`src/rtl/tty_pkg.sv`:
```
// rtl/tty_pkg.sv - shared ASCII codes, FSM states and byte classification for the tty text writer
package tty_pkg;

    localparam logic [7:0] CHR_SPACE    = 8'h20;
    localparam logic [7:0] CHR_LF       = 8'h0A;
    localparam logic [7:0] CHR_CR       = 8'h0D;
    localparam logic [7:0] CHR_BS       = 8'h08;
    localparam logic [7:0] CHR_PRINT_LO = 8'h20;
    localparam logic [7:0] CHR_PRINT_HI = 8'h7E;

    typedef enum logic [1:0] {
        CLEAR_ALL = 2'd0,
        IDLE      = 2'd1,
        CLEAR_ROW = 2'd2
    } tty_state_e;

    function automatic logic is_printable(input logic [7:0] b);
        return (b >= CHR_PRINT_LO) && (b <= CHR_PRINT_HI);
    endfunction

endpackage

```
`src/rtl/tty_text_writer_if.sv`:
```
// rtl/tty_text_writer_if.sv - byte-stream input and text-buffer write port of the tty text writer
interface tty_text_writer_if #(
    parameter int ADDR_W = 14
);
    logic [7:0]        in_data;
    logic              in_valid;
    logic              in_ready;
    logic [ADDR_W-1:0] vga_waddr;
    logic [7:0]        vga_wdata;
    logic              vga_wr_en;

    modport master (
        output in_data,
        output in_valid,
        input  in_ready,
        input  vga_waddr,
        input  vga_wdata,
        input  vga_wr_en
    );

    modport slave (
        input  in_data,
        input  in_valid,
        output in_ready,
        output vga_waddr,
        output vga_wdata,
        output vga_wr_en
    );
endinterface

```
`src/rtl/tty_cursor.sv`:
```
// rtl/tty_cursor.sv - cursor column/row tracking with a ring line base (no multiplier)
module tty_cursor #(
    parameter int COLS   = 80,
    parameter int ROWS   = 30,
    parameter int ADDR_W = 14
) (
    input  logic              clk48,
    input  logic              rst,
    input  logic              inc,
    input  logic              cr,
    input  logic              bs,
    input  logic              newline,
    output logic [ADDR_W-1:0] addr,
    output logic [ADDR_W-1:0] line_base,
    output logic              at_last_col
);
    localparam int COL_W = (COLS > 1) ? $clog2(COLS) : 1;
    localparam int ROW_W = (ROWS > 1) ? $clog2(ROWS) : 1;
    localparam logic [COL_W-1:0]  COL_LAST = COL_W'(COLS - 1);
    localparam logic [ROW_W-1:0]  ROW_LAST = ROW_W'(ROWS - 1);
    localparam logic [ADDR_W-1:0] COLS_A   = ADDR_W'(COLS);

    logic [COL_W-1:0]  col_q, col_d;
    logic [ROW_W-1:0]  row_q, row_d;
    logic [ADDR_W-1:0] base_q, base_d;
    logic              advance;

    always_comb begin
        col_d   = col_q;
        row_d   = row_q;
        base_d  = base_q;
        advance = 1'b0;
        if (newline) begin
            col_d   = '0;
            advance = 1'b1;
        end else if (inc) begin
            if (col_q == COL_LAST) begin
                col_d   = '0;
                advance = 1'b1;
            end else begin
                col_d = col_q + 1'b1;
            end
        end else if (cr) begin
            col_d = '0;
        end else if (bs && (col_q != '0)) begin
            col_d = col_q - 1'b1;
        end
        // Line base tracks the row by repeated addition so the ring wrap stays cheap.
        if (advance) begin
            if (row_q == ROW_LAST) begin
                row_d  = '0;
                base_d = '0;
            end else begin
                row_d  = row_q + 1'b1;
                base_d = base_q + COLS_A;
            end
        end
    end

    always_ff @(posedge clk48) begin
        if (rst) begin
            col_q  <= '0;
            row_q  <= '0;
            base_q <= '0;
        end else begin
            col_q  <= col_d;
            row_q  <= row_d;
            base_q <= base_d;
        end
    end

    assign addr        = base_q + ADDR_W'(col_q);
    assign line_base   = base_q;
    assign at_last_col = (col_q == COL_LAST);

endmodule

```
`src/rtl/tty_text_writer.sv`:
```
// rtl/tty_text_writer.sv - renders a UART byte stream into a write-only VGA text buffer
module tty_text_writer
    import tty_pkg::*;
#(
    parameter int COLS   = 80,
    parameter int ROWS   = 30,
    parameter int ADDR_W = 14
) (
    input  logic             clk48,
    input  logic             rst,
    tty_text_writer_if.slave bus
);
    localparam int CNT_W = (COLS * ROWS > 1) ? $clog2(COLS * ROWS) : 1;
    localparam logic [CNT_W-1:0] CNT_ALL_LAST = CNT_W'(COLS * ROWS - 1);
    localparam logic [CNT_W-1:0] CNT_ROW_LAST = CNT_W'(COLS - 1);

    tty_state_e        state_q, state_d;
    logic [CNT_W-1:0]  cnt_q, cnt_d;
    logic              rdy_q, rdy_d;
    logic              wr_en_q, wr_en_d;
    logic [ADDR_W-1:0] waddr_q, waddr_d;
    logic [7:0]        wdata_q, wdata_d;

    logic              cur_inc, cur_cr, cur_bs, cur_nl;
    logic [ADDR_W-1:0] cur_addr, cur_line_base;
    logic              cur_at_last_col;

    tty_cursor #(
        .COLS   (COLS),
        .ROWS   (ROWS),
        .ADDR_W (ADDR_W)
    ) u_cursor (
        .clk48       (clk48),
        .rst         (rst),
        .inc         (cur_inc),
        .cr          (cur_cr),
        .bs          (cur_bs),
        .newline     (cur_nl),
        .addr        (cur_addr),
        .line_base   (cur_line_base),
        .at_last_col (cur_at_last_col)
    );

    always_comb begin
        state_d = state_q;
        cnt_d   = cnt_q;
        rdy_d   = rdy_q;
        wr_en_d = 1'b0;
        waddr_d = waddr_q;
        wdata_d = wdata_q;
        cur_inc = 1'b0;
        cur_cr  = 1'b0;
        cur_bs  = 1'b0;
        cur_nl  = 1'b0;
        case (state_q)
            CLEAR_ALL: begin
                wr_en_d = 1'b1;
                waddr_d = ADDR_W'(cnt_q);
                wdata_d = CHR_SPACE;
                if (cnt_q == CNT_ALL_LAST) begin
                    cnt_d   = '0;
                    state_d = IDLE;
                    rdy_d   = 1'b1;
                end else begin
                    cnt_d = cnt_q + 1'b1;
                end
            end
            IDLE: begin
                rdy_d = 1'b1;
                if (bus.in_valid && rdy_q) begin
                    if (is_printable(bus.in_data)) begin
                        wr_en_d = 1'b1;
                        waddr_d = cur_addr;
                        wdata_d = bus.in_data;
                        cur_inc = 1'b1;
                        // The wrapping write and the entry into the row clear share this edge.
                        if (cur_at_last_col) begin
                            state_d = CLEAR_ROW;
                            rdy_d   = 1'b0;
                            cnt_d   = '0;
                        end
                    end else if (bus.in_data == CHR_LF) begin
                        cur_nl  = 1'b1;
                        state_d = CLEAR_ROW;
                        rdy_d   = 1'b0;
                        cnt_d   = '0;
                    end else if (bus.in_data == CHR_CR) begin
                        cur_cr = 1'b1;
                    end else if (bus.in_data == CHR_BS) begin
                        cur_bs = 1'b1;
                    end
                end
            end
            CLEAR_ROW: begin
                // Cursor already points at the new row, so line_base is the row to blank.
                wr_en_d = 1'b1;
                waddr_d = cur_line_base + ADDR_W'(cnt_q);
                wdata_d = CHR_SPACE;
                if (cnt_q == CNT_ROW_LAST) begin
                    cnt_d   = '0;
                    state_d = IDLE;
                    rdy_d   = 1'b1;
                end else begin
                    cnt_d = cnt_q + 1'b1;
                end
            end
            default: begin
                state_d = CLEAR_ALL;
                cnt_d   = '0;
                rdy_d   = 1'b0;
            end
        endcase
    end

    always_ff @(posedge clk48) begin
        if (rst) begin
            state_q <= CLEAR_ALL;
            cnt_q   <= '0;
            rdy_q   <= 1'b0;
            wr_en_q <= 1'b0;
            waddr_q <= '0;
            wdata_q <= '0;
        end else begin
            state_q <= state_d;
            cnt_q   <= cnt_d;
            rdy_q   <= rdy_d;
            wr_en_q <= wr_en_d;
            waddr_q <= waddr_d;
            wdata_q <= wdata_d;
        end
    end

    assign bus.in_ready  = rdy_q;
    assign bus.vga_wr_en = wr_en_q;
    assign bus.vga_waddr = waddr_q;
    assign bus.vga_wdata = wdata_q;

endmodule

```
`src/flat_wrapper.sv`:
```
// flat-port wrapper written by rule: the top's interface ports become plain ports
module tty_text_writer_flat import tty_pkg::*;
#(
    parameter int COLS   = 80,
    parameter int ROWS   = 30,
    parameter int ADDR_W = 14
)
  (clk48, rst, bus_in_data, bus_in_valid, bus_in_ready, bus_vga_waddr, bus_vga_wdata, bus_vga_wr_en);
  tty_text_writer_if #(.ADDR_W(ADDR_W)) bus_i ();
  input  logic clk48;
  input  logic rst;
  input wire logic [$bits(bus_i.in_data)-1:0] bus_in_data;
  input wire logic [$bits(bus_i.in_valid)-1:0] bus_in_valid;
  output wire logic [$bits(bus_i.in_ready)-1:0] bus_in_ready;
  output wire logic [$bits(bus_i.vga_waddr)-1:0] bus_vga_waddr;
  output wire logic [$bits(bus_i.vga_wdata)-1:0] bus_vga_wdata;
  output wire logic [$bits(bus_i.vga_wr_en)-1:0] bus_vga_wr_en;
  assign bus_i.in_data = bus_in_data;
  assign bus_i.in_valid = bus_in_valid;
  assign bus_in_ready = bus_i.in_ready;
  assign bus_vga_waddr = bus_i.vga_waddr;
  assign bus_vga_wdata = bus_i.vga_wdata;
  assign bus_vga_wr_en = bus_i.vga_wr_en;
  tty_text_writer #(.COLS(COLS), .ROWS(ROWS), .ADDR_W(ADDR_W)) u_core (.clk48(clk48), .rst(rst), .bus(bus_i));
endmodule
```
`config.mk`:
```
export PLATFORM = sky130hd
export DESIGN_NAME = tty_text_writer_flat
export DESIGN_NICKNAME = d
export VERILOG_FILES = /design/src/rtl/tty_pkg.sv /design/src/rtl/tty_text_writer_if.sv /design/src/rtl/tty_cursor.sv /design/src/rtl/tty_text_writer.sv /design/src/flat_wrapper.sv
export SDC_FILE = /design/constraint.sdc
export NUM_CORES = 1
export LEC_CHECK = 0
export CAP_MARGIN = 10
export CORE_ASPECT_RATIO = 1.75
export CORE_UTILIZATION = 58
export CTS_CLUSTER_DIAMETER = 80
export DETAILED_ROUTE_END_ITERATION = 8
export PLACE_DENSITY = 0.78
export RECOVER_POWER = 50
export SLEW_MARGIN = 10
export SYNTH_ARGS = -nofsm -noshare
export SYNTH_HDL_FRONTEND = slang
export SYNTH_HIERARCHICAL = 1
export SYNTH_SLANG_ARGS = --single-unit
```
`constraint.sdc`:
```
create_clock -name clk48 -period 3.7 [get_ports clk48]
set_input_delay 0.925 -clock clk48 [delete_from_list [all_inputs] [get_ports clk48]]
set_output_delay 0.925 -clock clk48 [all_outputs]
set_load 0.01 [all_outputs]
```
=== After elaboration in Yosys (flattened, before gate mapping) ===
Cells that the tools add are included.

* Input port bits: 11
* Bits in registers: 64

* Mux-type cells: 55
* Magnitude comparators: 2
* Reductions and logical operators: 15
* $add $sub $neg: 7
* Eq/ne operators: 15

{| class="wikitable"
|+ Operators with widths
! cell !! count
|-
| two-way mux 12 bit || 6
|-
| two-way mux 14 bit || 3
|-
| case mux 14 bit (3 select lines) || 1
|-
| case mux 12 bit (3 select lines) || 1
|-
| two-way mux 7 bit || 4
|-
| two-way mux 1 bit || 27
|-
| == test 8 x 4 -> 1 bit (second input constant) || 3
|-
| two-way mux 8 bit || 2
|-
| case mux 8 bit (2 select lines) || 1
|-
| adder 14 x 12 -> 14 bit || 1
|-
| adder 14 x 7 -> 14 bit || 1
|-
| adder 14 x 7 -> 14 bit (second input constant) || 1
|-
| adder 12 x 1 -> 12 bit (second input constant) || 1
|-
| == test 12 bit (second input constant) || 1
|-
| == test 12 x 7 -> 1 bit (second input constant) || 1
|-
| two-way mux 2 bit || 6
|-
| AND reduction 3 bit || 3
|-
| >= comparator 8 x 6 -> 1 bit (second input constant) || 1
|-
| <= comparator 8 x 7 -> 1 bit (second input constant) || 1
|-
| != test 2 x 1 -> 1 bit (second input constant) || 4
|-
| adder 7 x 1 -> 7 bit (second input constant) || 1
|-
| == test 7 bit (second input constant) || 1
|-
| nonzero test 7 bit || 1
|-
| subtractor 7 x 1 -> 7 bit (second input constant) || 1
|-
| 17 further kinds || 21
|}

=== Logic depth before layout (Yosys ltp) ===
* Word-level depth: 11
* Mapped depth: 13
* Gate-level depth less buffers: 9

=== Modules after synthesis ===
Netlist, hierarchy kept.

{| class="wikitable"
|+ Modules (own cells, without submodules)
! module !! area an instance (sq um) !! times used !! cells each
|-
| tty_text_writer || 2650.0 || 1 || 347
|-
| tty_cursor || 1667.8 || 1 || 201
|}

=== Worst setup path before layout ===
Ideal clock, no wire load.

* Kind: input-to-reg
* From: in bus_in_data[7]
* To: reg u_core.u_cursor.col_q[6]
* Setup slack: 853 ps
* Arrival: 2719 ps
* Required time: 3572 ps
* Stages on the path: 7
* Library setup time: 128 ps
* Cell sequence: nor4_1 -> nand3_1 -> nor3_1 -> or4b_4 -> nor3b_2 -> mux2i_1 -> a211oi_1

* Cells in the longest elaborated chain, start to end: 9

{| class="wikitable"
|+ Ends and longest elaborated chain
! item !! RTL line !! source
|-
| start, declared || flat_wrapper.sv:12 || <nowiki>input wire logic [$bits(bus_i.in_data)-1:0] bus_in_data;</nowiki>
|-
| == test 8 x 4 -> 1 bit || tty_text_writer.sv:89 || <nowiki>end else if (bus.in_data == CHR_BS) begin</nowiki>
|-
| two-way mux 1 bit || tty_text_writer.sv:89 ||
|-
| two-way mux 1 bit || tty_text_writer.sv:87 || <nowiki>end else if (bus.in_data == CHR_CR) begin</nowiki>
|-
| two-way mux 1 bit || tty_text_writer.sv:82 || <nowiki>end else if (bus.in_data == CHR_LF) begin</nowiki>
|-
| two-way mux 1 bit (*) || tty_text_writer.sv:71 || <nowiki>if (is_printable(bus.in_data)) begin</nowiki>
|-
| two-way mux 1 bit (*) || tty_text_writer.sv:70 || <nowiki>if (bus.in_valid && rdy_q) begin</nowiki>
|-
| two-way mux 1 bit (*) || tty_text_writer.sv:55 || <nowiki>case (state_q)</nowiki>
|-
| net u_core.cur_bs || tty_text_writer.sv:24 || <nowiki>logic cur_inc, cur_cr, cur_bs, cur_nl;</nowiki>
|-
| logical AND 1 bit (*) || tty_cursor.sv:45 || <nowiki>end else if (bs && (col_q != '0)) begin</nowiki>
|-
| nonzero test 3 bit (no source line) (*) || -- ||
|-
| end signal, assigned || tty_cursor.sv:66 || <nowiki>col_q <= col_d;</nowiki>
|-
| end, declared || tty_cursor.sv:23 || <nowiki>logic [COL_W-1:0] col_q, col_d;</nowiki>
|}

The timed path passes the listed nets; every way through them passes the cells marked *.
A chain may end at the register's enable or synchronous reset.

=== Final worst setup path ===
* From: in bus_in_data[6]
* To: reg u_core.cnt_q[7]

* Cells in the longest elaborated chain, start to end: 5

{| class="wikitable"
|+ Ends and longest elaborated chain
! item !! RTL line !! source
|-
| >= comparator 8 x 6 -> 1 bit or <= comparator 8 x 7 -> 1 bit (tied branches) || tty_pkg.sv:18 || <nowiki>return (b >= CHR_PRINT_LO) && (b <= CHR_PRINT_HI);</nowiki>
|-
| logical AND 1 bit || tty_pkg.sv:18 ||
|-
| two-way mux 12 bit || tty_text_writer.sv:71 ||
|-
| two-way mux 12 bit || tty_text_writer.sv:70 ||
|-
| case mux 12 bit (3 select lines) || tty_text_writer.sv:55 ||
|-
| end signal, assigned || tty_text_writer.sv:125 || <nowiki>cnt_q <= cnt_d;</nowiki>
|-
| end, declared || tty_text_writer.sv:18 || <nowiki>logic [CNT_W-1:0] cnt_q, cnt_d;</nowiki>
|}

Parallel ways exist; a longest one is shown, timed or not. The select of a mux whose other input is x is not followed.

==> metrics.cfg <==
[routing]
ant_nets=0
routed_wl_mm=11.60
first_pass_iters=6
wl_per_cell_microns=17.49
dr.first_iter.drc_count=262
route.detailed.drc=0
post_drt_via_cell_ratio=6.582
routed-via-count=4364

[critical_path]
crit_required_ns=3.95
cp_common_cell=a21oi_1
crit_slowest_cell=dlygate4sd3_1
crit_type=input pin to flip-flop
max_stage_delay_ns=0.59
critPathBufInv=2
critPathTopFamily=simple AND/OR/NAND/NOR gates
path_cells=dlygate4sd3_1 -> nor4_1 -> nand4_1 -> a21oi_1 -> o21ai_0 -> buf_4 -> or4_1 -> a21oi_1
crit_fanout=6
cp_data_arrival_time_ns=3.63
crit_path_end_kind=flip-flop
start_kind=input pin

[clock_network]
cts_tree=yes
hold_buffers=0
ctsHtreeMaxLevel=3
cts_inserted_buffers=9
clock-root-buffer=clkbuf_16
post-cts-setup-buffers=0
cts_resized=0
cts.path.max_buffers=2
cts.sinks=60
clock_latency_ns=0.33
path_clk_slew_ns=0.05

[floorplanning]
die_h_microns=116.1
io_pins=35
chipWidth_microns=67.23
core_area_sq_um=7182
dieArea_sq_um=7808
start_util_pct=60.12
rows=41

[final_layout]
diodes=0
final_util_pct=69.06
area_growth_pct=14.87
layout_common_cells=dfxtp_1, a21oi_1, nand2_1
mostFrequentLayoutCell=dfxtp_1
fin_nets=611
layout-drive-gt1-share_pct=8.666

[sta]
worst_pin_slew_ns=0.7163
clock.fmax_ghz=0.2961
fin_ws_ns=0.3228
fin_crit_sh_pct=91.28
rsz0062_at_grt=no
drv_slew=0
finClkSkew_ns=0.003827
final-setup-viol-count=0
tns_ns=0
whs_ns=0.4484
max-slew-margin-rel_pct=51.74
finalHoldViolations=0
layout_min_cycle_time_ns=3.377

[synthesis]
synth_top_family_by_area=compound AO/OA/AOI/OAI gates
synth-simple-area-share_pct=24.54
synth_cell_types=73
ys_seq_area_share_pct=27.82
synth_warnings=6
async_flop_share_pct=0
muxShareOfSynthArea_pct=1.188
syn-cell-area_sq_um=4318
synth_area_per_cell_sq_um=7.879
synth_xor_area_share_pct=3.651
synth_adder_area_share_pct=8.287
synth_flop_cell=dfxtp_1
syn_inst=548
synth_enable_flop_cells=0
synth_compound_area_share_pct=27.85
synth_seq_cells=60

[global_routing]
grt.total_usage_pct=31.86
antenna_found_initial=0
grt-ovfl-total=0
grt_max_degree=38
grt_pass1_wl_mm=18.99
grt_pass1_vias=4118

[placement]
io_buffers=34
dp_slack_ns=0.1471
gp_congestion=0.9202
hpwl_mm=8.554

[worst_hold_path]
min_path_type=flip-flop to flip-flop

[power]
power.density_nw_per_um2=359.1
peakVddDrop_uv=295.5
leakagePower_uw=0.001925

[run_status]
status=completed

[run]
cap_violations=0

-- logic make-up (layout without fill, tap and decap cells) --
logic type,count (synthesis),in the layout
AOI/OAI and AO/OA,177,177
xor gates and xnor gates,18,18
adders and majority gates,28,28
buffers and inverters,61,86
DFF,60,60
muxes,5,5
other,1,5
and+or+nand+nor,198,198
-- registers in the layout, indices dropped and copies added (netlist names) --
register                   flops
u_core/bus.vga_wr_en           1
u_core/state_q                 2
u_core/u_cursor/row_q          5
u_core/cnt_q                  12
u_core/u_cursor/line_base     10
u_core/bus.vga_waddr          14
u_core/bus.vga_wdata           8
u_core/u_cursor/col_q          7
u_core/bus.in_ready            1
-- layer usage --
layer	vias up	global-route usage, %	part of all wire, %
li1	2104	-	-
met1	2090	35.93	40
met2	138	54.20	53
met3	32	5.371	4.1
met4	0	19.72	3.2
met5	-	0	0
-- power by group --
group	internal (uW)	total [uW]	switching (uW)
logic	120	291	172
clock network	507	786	279
registers	679	704	25.4
total	1310	1780	476
-- path summary, 6_finish.rpt --
check / startpoint / slack [ns] / endpoint / depth (start not counted)
setup / recovery: bus_in_data[6] / 0.32 / u_core/cnt_q[7] / 8
hold / removal: u_core/bus.vga_waddr[1] / 0.45 / u_core/bus.vga_waddr[1] / 2
setup reg to reg: u_core/state_q[0] / 0.88 / u_core/cnt_q[7] / 9
hold reg to reg: u_core/bus.vga_waddr[1] / 0.45 / u_core/bus.vga_waddr[1] / 2
-- worst min-delay path: stages, from the launching register on --
cell and delay (ns):
dfxtp_1 0.30, nand2_1 0.05, a21oi_1 0.05
-- cells in the mapped netlist (all sizes together) (5+ instances only) --
master | instances | share of area, %
o211ai | 9 | 1.6
a211oi | 7 | 1.2
a21o | 9 | 1.6
xor2 | 9 | 1.8
nor3 | 17 | 2.0
o21a | 5 | 0.87
a31oi | 9 | 1.3
a21oi | 54 | 6.6
ha | 27 | 7.8
o31ai | 6 | 1.0
nand3 | 26 | 3.0
o41ai | 7 | 1.9
or4 | 6 | 1.1
nand2 | 48 | 4.2
and3 | 8 | 1.2
a221oi | 6 | 1.2
inv | 21 | 1.8
buf | 17 | 2.7
o21ai | 31 | 3.6
xnor2 | 9 | 1.8
nor2 | 36 | 3.1
dfxtp | 60 | 28
nand4 | 13 | 1.9
or3 | 10 | 1.6
nand2b | 5 | 0.72
clkbuf | 23 | 2.0
a311oi | 5 | 1.0
-- final cells by class --
cell class	count	area, sq um
clock buffer	15	277.8
clock inverter	1	5.005
fill	608	2222
inverter	21	78.83
multi-input combinational	431	2848
sequential	60	1201
tap	86	107.6
timing repair buffer	49	441.7
-- metrics by stage --
step / cells / power, uW / cell area (sq um)
floorplan: 552 / 895.9 / 4333
global route: 663 / 1851 / 4960
finish: 663 / 1781 / 4960
CTS: 663 / 1794 / 4971
detailed placement: 647 / 1013 / 4688
global placement: 647 / 1005 / 4688
Power figures use the tool's default switching activity.
